<file path="config.mk">
export PLATFORM = sky130hd
export DESIGN_NAME = key_delay_multi
export DESIGN_NICKNAME = d
export VERILOG_FILES = /design/src/rtl/key_delay_pkg.sv /design/src/rtl/key_delay_channel.sv /design/src/rtl/key_delay_multi.sv
export SDC_FILE = /design/constraint.sdc
export NUM_CORES = 1
export LEC_CHECK = 0
export ABC_AREA = 1
export CORE_MARGIN = 8
export CORE_UTILIZATION = 50
export CTS_BUF_LIST = sky130_fd_sc_hd__clkbuf_4 sky130_fd_sc_hd__clkbuf_8 sky130_fd_sc_hd__clkbuf_16
export DETAILED_ROUTE_END_ITERATION = 16
export PLACE_DENSITY = 0.76
export SETUP_SLACK_MARGIN = 0.02
export SLEW_MARGIN = 10
export SYNTH_ARGS = -nofsm -noshare
export SYNTH_HDL_FRONTEND = slang
export SYNTH_SLANG_ARGS = --single-unit
</file>
<file path="constraint.sdc">
create_clock -name clk -period 4.4 [get_ports clk]
set_clock_uncertainty 0.05 [all_clocks]
set_input_delay 0.88 -clock clk [delete_from_list [all_inputs] [get_ports clk]]
set_output_delay 0.88 -clock clk [all_outputs]
set_load 0.005 [all_outputs]
</file>
<file path="src/rtl/key_delay_pkg.sv">
// key_delay_pkg: shared types and helpers for the front-panel key conditioner.
//   kd_state_t   - per-channel FSM state encoding
//   cnt_width()  - counter width able to hold the longer of the two windows
package key_delay_pkg;

  typedef enum logic [1:0] {
    IDLE         = 2'd0,
    LOCKOUT      = 2'd1,
    WAIT_RELEASE = 2'd2,
    REPEAT       = 2'd3
  } kd_state_t;

  function automatic int cnt_width(input int delay_cycles, input int repeat_cycles);
    int longest;
    longest = (delay_cycles > repeat_cycles) ? delay_cycles : repeat_cycles;
    return $clog2(longest + 1);
  endfunction

endpackage

</file>
<file path="src/rtl/key_delay_channel.sv">
// key_delay_channel: one key channel - 2-flop synchroniser, window counter, FSM.
// Ports:
//   clk         system clock
//   reset_n     asynchronous active-low reset
//   keyhit      raw key level, asynchronous to clk
//   repeat_en   0 = one-shot, 1 = auto-repeat (sampled only at window ends)
//   press_pulse registered one-cycle pulse per accepted press or repeat
//   busy        registered, 1 while in LOCKOUT or REPEAT
//
// state        | meaning
// IDLE         | waiting for a synchronised press
// LOCKOUT      | post-press window, key changes ignored until it expires
// WAIT_RELEASE | one-shot hold, waiting for key release
// REPEAT       | key held in auto-repeat mode, pulse every repeat period
module key_delay_channel
  import key_delay_pkg::*;
#(
  parameter int DELAY_CYCLES  = 50000000,
  parameter int REPEAT_CYCLES = 12500000
) (
  input  logic clk,
  input  logic reset_n,
  input  logic keyhit,
  input  logic repeat_en,
  output logic press_pulse,
  output logic busy
);

  localparam int CW = cnt_width(DELAY_CYCLES, REPEAT_CYCLES);
  localparam logic [CW-1:0] DELAY_LAST  = CW'(DELAY_CYCLES - 1);
  localparam logic [CW-1:0] REPEAT_LAST = CW'(REPEAT_CYCLES - 1);

  logic          key_meta;
  logic          ksync;
  logic [CW-1:0] cnt;
  kd_state_t     state;

  // busy is set/cleared on the same edge as the state change so that it is
  // high exactly while the FSM sits in LOCKOUT or REPEAT.
  always_ff @(posedge clk or negedge reset_n) begin
    if (!reset_n) begin
      key_meta    <= 1'b0;
      ksync       <= 1'b0;
      cnt         <= '0;
      state       <= IDLE;
      press_pulse <= 1'b0;
      busy        <= 1'b0;
    end else begin
      key_meta    <= keyhit;
      ksync       <= key_meta;
      press_pulse <= 1'b0;
      case (state)
        IDLE: begin
          if (ksync) begin
            press_pulse <= 1'b1;
            cnt         <= '0;
            busy        <= 1'b1;
            state       <= LOCKOUT;
          end
        end
        LOCKOUT: begin
          if (cnt == DELAY_LAST) begin
            cnt <= '0;
            if (!ksync) begin
              busy  <= 1'b0;
              state <= IDLE;
            end else if (repeat_en) begin
              state <= REPEAT;
            end else begin
              busy  <= 1'b0;
              state <= WAIT_RELEASE;
            end
          end else begin
            cnt <= cnt + CW'(1);
          end
        end
        WAIT_RELEASE: begin
          if (!ksync) begin
            cnt   <= '0;
            state <= IDLE;
          end
        end
        REPEAT: begin
          if (cnt == REPEAT_LAST) begin
            cnt <= '0;
            if (!ksync) begin
              busy  <= 1'b0;
              state <= IDLE;
            end else if (repeat_en) begin
              press_pulse <= 1'b1;
            end else begin
              busy  <= 1'b0;
              state <= WAIT_RELEASE;
            end
          end else begin
            cnt <= cnt + CW'(1);
          end
        end
        default: begin
          cnt   <= '0;
          busy  <= 1'b0;
          state <= IDLE;
        end
      endcase
    end
  end

endmodule

</file>
<file path="src/rtl/key_delay_multi.sv">
// key_delay_multi: N_KEYS independent key conditioners plus a shared busy flag.
// Ports:
//   clk         system clock
//   reset_n     asynchronous active-low reset
//   keyhit      raw key levels, active-high, asynchronous
//   repeat_en   per-channel mode, 0 = one-shot, 1 = auto-repeat
//   press_pulse one-cycle pulse per accepted press or repeat
//   busy        per-channel lockout/repeat window flag
//   any_busy    OR of busy (combinational)
module key_delay_multi
  import key_delay_pkg::*;
#(
  parameter int N_KEYS        = 4,
  parameter int DELAY_CYCLES  = 50000000,
  parameter int REPEAT_CYCLES = 12500000
) (
  input  logic              clk,
  input  logic              reset_n,
  input  logic [N_KEYS-1:0] keyhit,
  input  logic [N_KEYS-1:0] repeat_en,
  output logic [N_KEYS-1:0] press_pulse,
  output logic [N_KEYS-1:0] busy,
  output logic              any_busy
);

  if (N_KEYS < 1) begin : g_bad_n_keys
    $error("key_delay_multi: N_KEYS must be >= 1");
  end
  if (DELAY_CYCLES < 1) begin : g_bad_delay
    $error("key_delay_multi: DELAY_CYCLES must be >= 1");
  end
  if (REPEAT_CYCLES < 1) begin : g_bad_repeat
    $error("key_delay_multi: REPEAT_CYCLES must be >= 1");
  end

  for (genvar i = 0; i < N_KEYS; i++) begin : g_chan
    key_delay_channel #(
      .DELAY_CYCLES (DELAY_CYCLES),
      .REPEAT_CYCLES(REPEAT_CYCLES)
    ) u_chan (
      .clk        (clk),
      .reset_n    (reset_n),
      .keyhit     (keyhit[i]),
      .repeat_en  (repeat_en[i]),
      .press_pulse(press_pulse[i]),
      .busy       (busy[i])
    );
  end

  assign any_busy = |busy;

endmodule

</file>
### Word level (Yosys, flattened, before mapping)

Index checks and enable logic that the tools add are counted.

| operators by class | value |
|---|---|
| $add $sub $neg | 4 |
| equal/unequal tests | 40 |
| multiplexer cells | 100 |
| reduce and logical (&&, ||, !) cells | 21 |

Operators by type and width:

| cell | count |
|---|---|
| 2-to-1 mux 26 bit | 16 |
| case mux 26 bit (4 select lines) | 4 |
| adder 26 x 1 -> 26 bit (second input constant) | 4 |
| == test 26 x 24 -> 1 bit (second input constant) | 4 |
| == test 26 bit (second input constant) | 4 |
| 2-to-1 mux 2 bit | 28 |
| 2-to-1 mux 1 bit | 40 |
| case mux 2 bit (4 select lines) | 4 |
| inequality test 2 x 1 -> 1 bit (second input constant) | 12 |
| AND reduction 5 bit | 4 |
| == test 2 bit (second input constant) | 8 |
| AND reduction 4 bit | 4 |
| inequality test 3 bit (second input constant) | 4 |
| case mux 1 bit (3 select lines) | 4 |
| nonzero test 3 bit | 4 |
| == test 2 x 1 -> 1 bit (second input constant) | 4 |
| logical NOT 2 bit | 4 |
| inequality test 2 bit (second input constant) | 4 |
| case mux 1 bit (2 select lines) | 4 |
| AND reduction 2 bit | 4 |
| OR reduction 4 bit | 1 |

| word-level totals | value |
|---|---|
| bits in registers | 128 |
| bits of input ports | 10 |
| output and inout bits | 9 |
| logic and storage cells | 189 |

### Logic depth before layout (Yosys ltp)

| logic depth | value |
|---|---|
| depth after elaboration | 4 |
| gate-level depth with buffers | 13 |
| mapped depth without buffers | 13 |

### Cells and area by module

A second synthesis with hierarchy kept.

| second synthesis, totals | value |
|---|---|
| cells, all modules | 1282 |
| area, all modules | 9022.4 µm² |

Modules (own cells, without submodules):

| module | times used | cells each | area each (µm²) | seq. area each (µm²) |
|---|---|---|---|---|
| key_delay_channel (g_chan[0].u_chan ...) | 3 | 325 | 2262.2 | 800.8 |
| key_delay_channel (g_chan[3].u_chan) | 1 | 304 | 2224.6 | 800.8 |
| key_delay_multi | 1 | 3 | 11.3 | 0.0 |

### Worst setup path before layout

No wires, ideal clock.

| timing path | value |
|---|---|
| kind | reg2out |
| start point | register g_chan[1].u_chan.busy |
| end point | output port any_busy |
| arrival time | 0.905 ns |
| required time | 3.470 ns |
| setup slack | 2.565 ns |
| cell stages (with the launch flop) | 2 |
| path buffers | 0 |
| cells stage by stage | dfrtp_1 -> or4_1 |

| between the ends | value |
|---|---|
| word-level cells in the longest chain between the ends | 1 |

RTL lines:

| element | RTL line | RTL |
|---|---|---|
| start: declaration | key_delay_channel.sv:26 | `output logic busy` |
| start signal: assignment | key_delay_channel.sv:47 | `busy <= 1'b0;` |
| start signal: assignment | key_delay_channel.sv:57 | `busy <= 1'b1;` |
| start signal: assignment | key_delay_channel.sv:65 | `busy <= 1'b0;` |
| OR reduction 4 bit | key_delay_multi.sv:50 | `assign any_busy = \|busy;` |
| end: declaration | key_delay_multi.sv:23 | `output logic any_busy` |

Every way passes these cells.

### Worst setup path after layout

| timing path | value |
|---|---|
| start point | register g_chan[0].u_chan.state[0] |
| end point | register g_chan[0].u_chan.cnt[17] |

| between the ends | value |
|---|---|
| word-level cells in the longest chain between the ends | 3 |
| elaborated cells between the ends (all ways) | 8 |
| classes of those cells | eq/ne (5); mux (1); reduce/logical (2) |

RTL lines:

| element | RTL line | RTL |
|---|---|---|
| start: declaration | key_delay_channel.sv:36 | `kd_state_t state;` |
| start signal: assignment | key_delay_channel.sv:45 | `state <= IDLE;` |
| start signal: assignment | key_delay_channel.sv:58 | `state <= LOCKOUT;` |
| start signal: assignment | key_delay_channel.sv:66 | `state <= IDLE;` |
| == test 2 bit or logical NOT 2 bit (tied branches) | key_delay_channel.sv:52 | `case (state)` |
| inequality test 2 bit (no source line) or inequality test 2 x 1 -> 1 bit (tied branches) | n/a |  |
| AND reduction 2 bit (no source line) | n/a |  |
| end signal: assignment | key_delay_channel.sv:74 | `cnt <= cnt + CW'(1);` |
| end signal: assignment | key_delay_channel.sv:96 | `cnt <= cnt + CW'(1);` |
| end: declaration | key_delay_channel.sv:35 | `logic [CW-1:0] cnt;` |

Several ways; a longest one is shown, not always the timed one.
A chain may end at the register's enable or synchronous reset.

==> results.md <==
* Status: finished, final reports clean
* Vias in the first global route at 7,170
* Sequential power share at 0.348
* Routed length per instance at 12.7 um
* Yosys reg bits at 128
* DRT Wirelength at 19.2 mm
* Worst min-delay path class: reg2reg
* Avg Inst Size Synth at 6.86 sq um
* CP max-delay cell: nor2_1
* Die W at 147 um
* Synth Area in Simple Gates at 0.403
* Hold-fix buffers, CTS at 0
* Cell Pwr Density at 425 nW/um^2
* RePlAce Congestion at 0.905
* Post-DRT Antenna Nets at 0
* Clk pwr share at 0.366
* Max stage delay on crit path at 600 ps
* Critical path capture point type: register
* Worst-Margin Slew at 882 ps
* Largest family of logic cells by synthesized area: simple AND/OR/NAND/NOR gates
* Fin. Hold Viols at 0
* Maxcap violations at 0
* DP Area at 8910 sq um
* Rel. slew slack at 0.408
* CTS Sinks at 128
* Antenna violations before repair at 0
* DR pass1 iterations at 5
* Post-CTS Setup Inserts at 0
* Final total power at 4050 uW
* Seq/Total Area, Yosys at 0.372
* Crit path DAT at 3140 ps
* First DRT Iteration DRCs at 650
* Share of cells above drive strength 1 at 0.0781
* Die area at 21,700 sq um
* Combinational power share at 0.286
* Post-Syn Area at 8600 sq um
* Met3 GRT Util at 0.0421
* Worst path buffer plus inverter count at 4
* Shortest clock period the worst path allows after layout at 2870 ps
* Layout area overhead at 10.8%
* Final TNS setup at 0 ps
* Period utilization at 0.653
* Hold slack at 297 ps
* Most used routing layer: met2
* Clock tree from TritonCTS: built
* Drt drc at 0
* Fill count at 1,618
* Final setup fails at 0
* Post-Synth Adder-Cell Area at 0.0378
* Die Y at 147 um
* Reg2Reg Launch Point: g_chan[0].u_chan.state[0]
* Synthesis warning total at 0
* Mux cell area share after synthesis at 0.00116
* PostCTS Resize Cnt at 0
* Crit Path Max Fanout at 14
* Routing usage on met1 at 0.235
* Delay-heaviest family, CP: simple AND/OR/NAND/NOR gates
* Final core occ at 0.559
* First-pass GRT wire length at 33.0 mm
* Worst R2R Setup Slack at 1530 ps
* Initial Util at 0.504
* R2r worst-path depth at 12
* Unique masters post-synth at 43
* Clock root cell: clkbuf_16
* Clock Path Buffers at 2
* Nets at 1,304
* Global Route Usage Sum at 0.183
* Htree depth at 4
* Fmax at 0.348 GHz
* Via count at 7,653
* Lkg Pwr at 0.00472 uW
* I/O pin cnt at 19
* Post-Synth XOR/XNOR Area at 0.0336
* Dpl hpwl at 13.9 mm
* Num CTS Buffers at 17
* Worst setup SP type: register
* Core Box Area at 17,100 sq um
* Crit path depth at 12
* # diodes at 0
* Finished Cell Area at 9530 sq um
* Max-slew violation count at 0
* Clk_lat worst skew at 430 ps
* P_int at 2600 uW
* Critical path origin: g_chan[0].u_chan.state[0]
* Sw Share at 0.359
* GR Overflow Total at 0
* CP Cell Sequence: inv_1, ha_1, inv_1, o21ai_1, inv_2, nand2_1, nor2_1, nand2_1, nor2_1, nand2_1, nand3_1, inv_1
* Clk slew on worst S/H paths at 60 ps
* Reg2Reg Capture Point: g_chan[0].u_chan.cnt[17]
* EDFF count, synth at 0
* FFs w/ async S/R, synth at 1.00
* Critical Path RT at 4670 ps
* GR Layer Usage met2 at 0.297
* Synth Area in Compound Gates at 0.0474
* Crit path kind: reg2reg
* RSZ-0062 raised after global routing: false
* Maximum vdd drop at 329 uV
* Post-synth top flop: dfrtp_1
* Sw power at 1450 uW
* Worst Setup EP: g_chan[0].u_chan.cnt[17]
* Core Rows at 48
* I/O Buffers at 18
* Syn nets at 1,290
* Mapped Cells at 1,254
* Vias per inst at 5.08
* Largest net degree at the start of global routing at 88
==> power by group through the flow <==
stage / logic [uW] / clock network [uW] / registers [uW]
detailed placement: 1160 / 0 / 1430
finish: 1160 / 1480 / 1410
global placement: 1140 / 0 / 1420
CTS: 1170 / 1510 / 1410
global route: 1310 / 1560 / 1430
floorplan: 914 / 0 / 1390
==> worst register-to-register path, delay by kind of cell (launching register included) <==
| kind | cells | cell delay [ps] |
|---|---|---|
| AOI/OAI and AO/OA | 1 | 280 |
| adders and majority gates | 1 | 210 |
| buffers and inverters | 4 | 580 |
| DFF | 1 | 400 |
| and+or+nand+nor | 6 | 1230 |
==> cell type report <==
class	count	area, sq um	share of cell area
clock buffers	20	467	0.0490
clock inverters	12	155	0.0163
inverters	192	722	0.0758
multi-input cells	908	4500	0.472
flip-flops and latches	128	3200	0.336
well taps	225	282	0.0295
repair buffers	21	204	0.0214
==> worst min-delay path by stage <==
stage / startpoint / endpoint / slack, ps / cells after the start
floorplan: g_chan[0].u_chan.key_meta / g_chan[0].u_chan.ksync / 280 / 0
global placement: g_chan[0].u_chan.key_meta / g_chan[0].u_chan.ksync / 280 / 0
detailed placement: g_chan[3].u_chan.key_meta / g_chan[3].u_chan.ksync / 280 / 0
CTS: g_chan[3].u_chan.key_meta / g_chan[3].u_chan.ksync / 300 / 0
global route: g_chan[3].u_chan.key_meta / g_chan[3].u_chan.ksync / 320 / 0
finish: g_chan[3].u_chan.key_meta / g_chan[3].u_chan.ksync / 300 / 0
==> cell families after synthesis <==
| group | after synthesis |
|---|---|
| compound gates | 66 |
| xor+xnor | 33 |
| fa+ha+maj | 26 |
| buf+inv | 218 |
| flops | 128 |
| mux | 1 |
| simple gates | 782 |
==> cell usage in the layout, fill, tap and decap left out, types with 4 or more instances in the layout <==
cell	n
a21oi_1	12
a31o_2	6
clkbuf_16	17
clkdlybuf4s50_1	17
clkinv_2	4
dfrtp_1	128
ha_1	26
inv_1	186
inv_2	5
nand2_1	365
nand2_2	14
nand3_1	125
nand4_1	39
nor2_1	169
nor2_2	12
nor2_4	6
nor3_1	25
o211ai_1	4
o21ai_0	23
o21bai_1	5
o22ai_1	5
or2_2	10
xnor2_1	4
xor2_1	29
==> registers in the layout, indices dropped and copies added, names as in the netlist <==
register / count
g_chan.u_chan.busy: 4
g_chan.u_chan.cnt: 104
g_chan.u_chan.key_meta: 4
g_chan.u_chan.ksync: 4
g_chan.u_chan.press_pulse: 4
g_chan.u_chan.state: 8
==> through the flow <==
stage,setup slack (ps),instances
finish,1530,1506
global placement,1680,1474
CTS,1570,1506
detailed placement,1580,1474
floorplan,2560,1254
global route,1240,1506
==> cell usage after synthesis, types with 2 or more instances <==
library cell / n / area share
nand2_1: 365 / 0.16
inv_1: 186 / 0.081
nor2_1: 169 / 0.074
dfrtp_1: 128 / 0.37
nand3_1: 125 / 0.073
nand4_1: 39 / 0.028
xor2_1: 29 / 0.030
ha_1: 26 / 0.038
nor3_1: 25 / 0.015
o21ai_0: 23 / 0.013
nand2_2: 14 / 0.010
buf_4: 13 / 0.011
a21oi_1: 12 / 0.0070
nor2_2: 12 / 0.0087
or2_2: 10 / 0.0073
buf_2: 7 / 0.0041
a31o_2: 6 / 0.0061
nor2_4: 6 / 0.0079
inv_2: 5 / 0.0022
o21bai_1: 5 / 0.0044
o22ai_1: 5 / 0.0036
o211ai_1: 4 / 0.0035
xnor2_1: 4 / 0.0041
a31oi_1: 3 / 0.0022
buf_6: 3 / 0.0039
clkbuf_1: 3 / 0.0013
nand2_4: 3 / 0.0039
nand3b_1: 3 / 0.0026
o21ai_1: 3 / 0.0017
a21o_1: 2 / 0.0017
nand3_2: 2 / 0.0023
nand3_4: 2 / 0.0041
nor3b_1: 2 / 0.0017
==> per-layer routing <==
| layer | part of all wire | vias to the layer above |
|---|---|---|
| met1 | 0.48 | 3516 |
| met5 | 0 | - |
| li1 | - | 3960 |
| met2 | 0.46 | 147 |
| met4 | 0.017 | 0 |
| met3 | 0.037 | 30 |
Power figures use the tool's default switching activity.
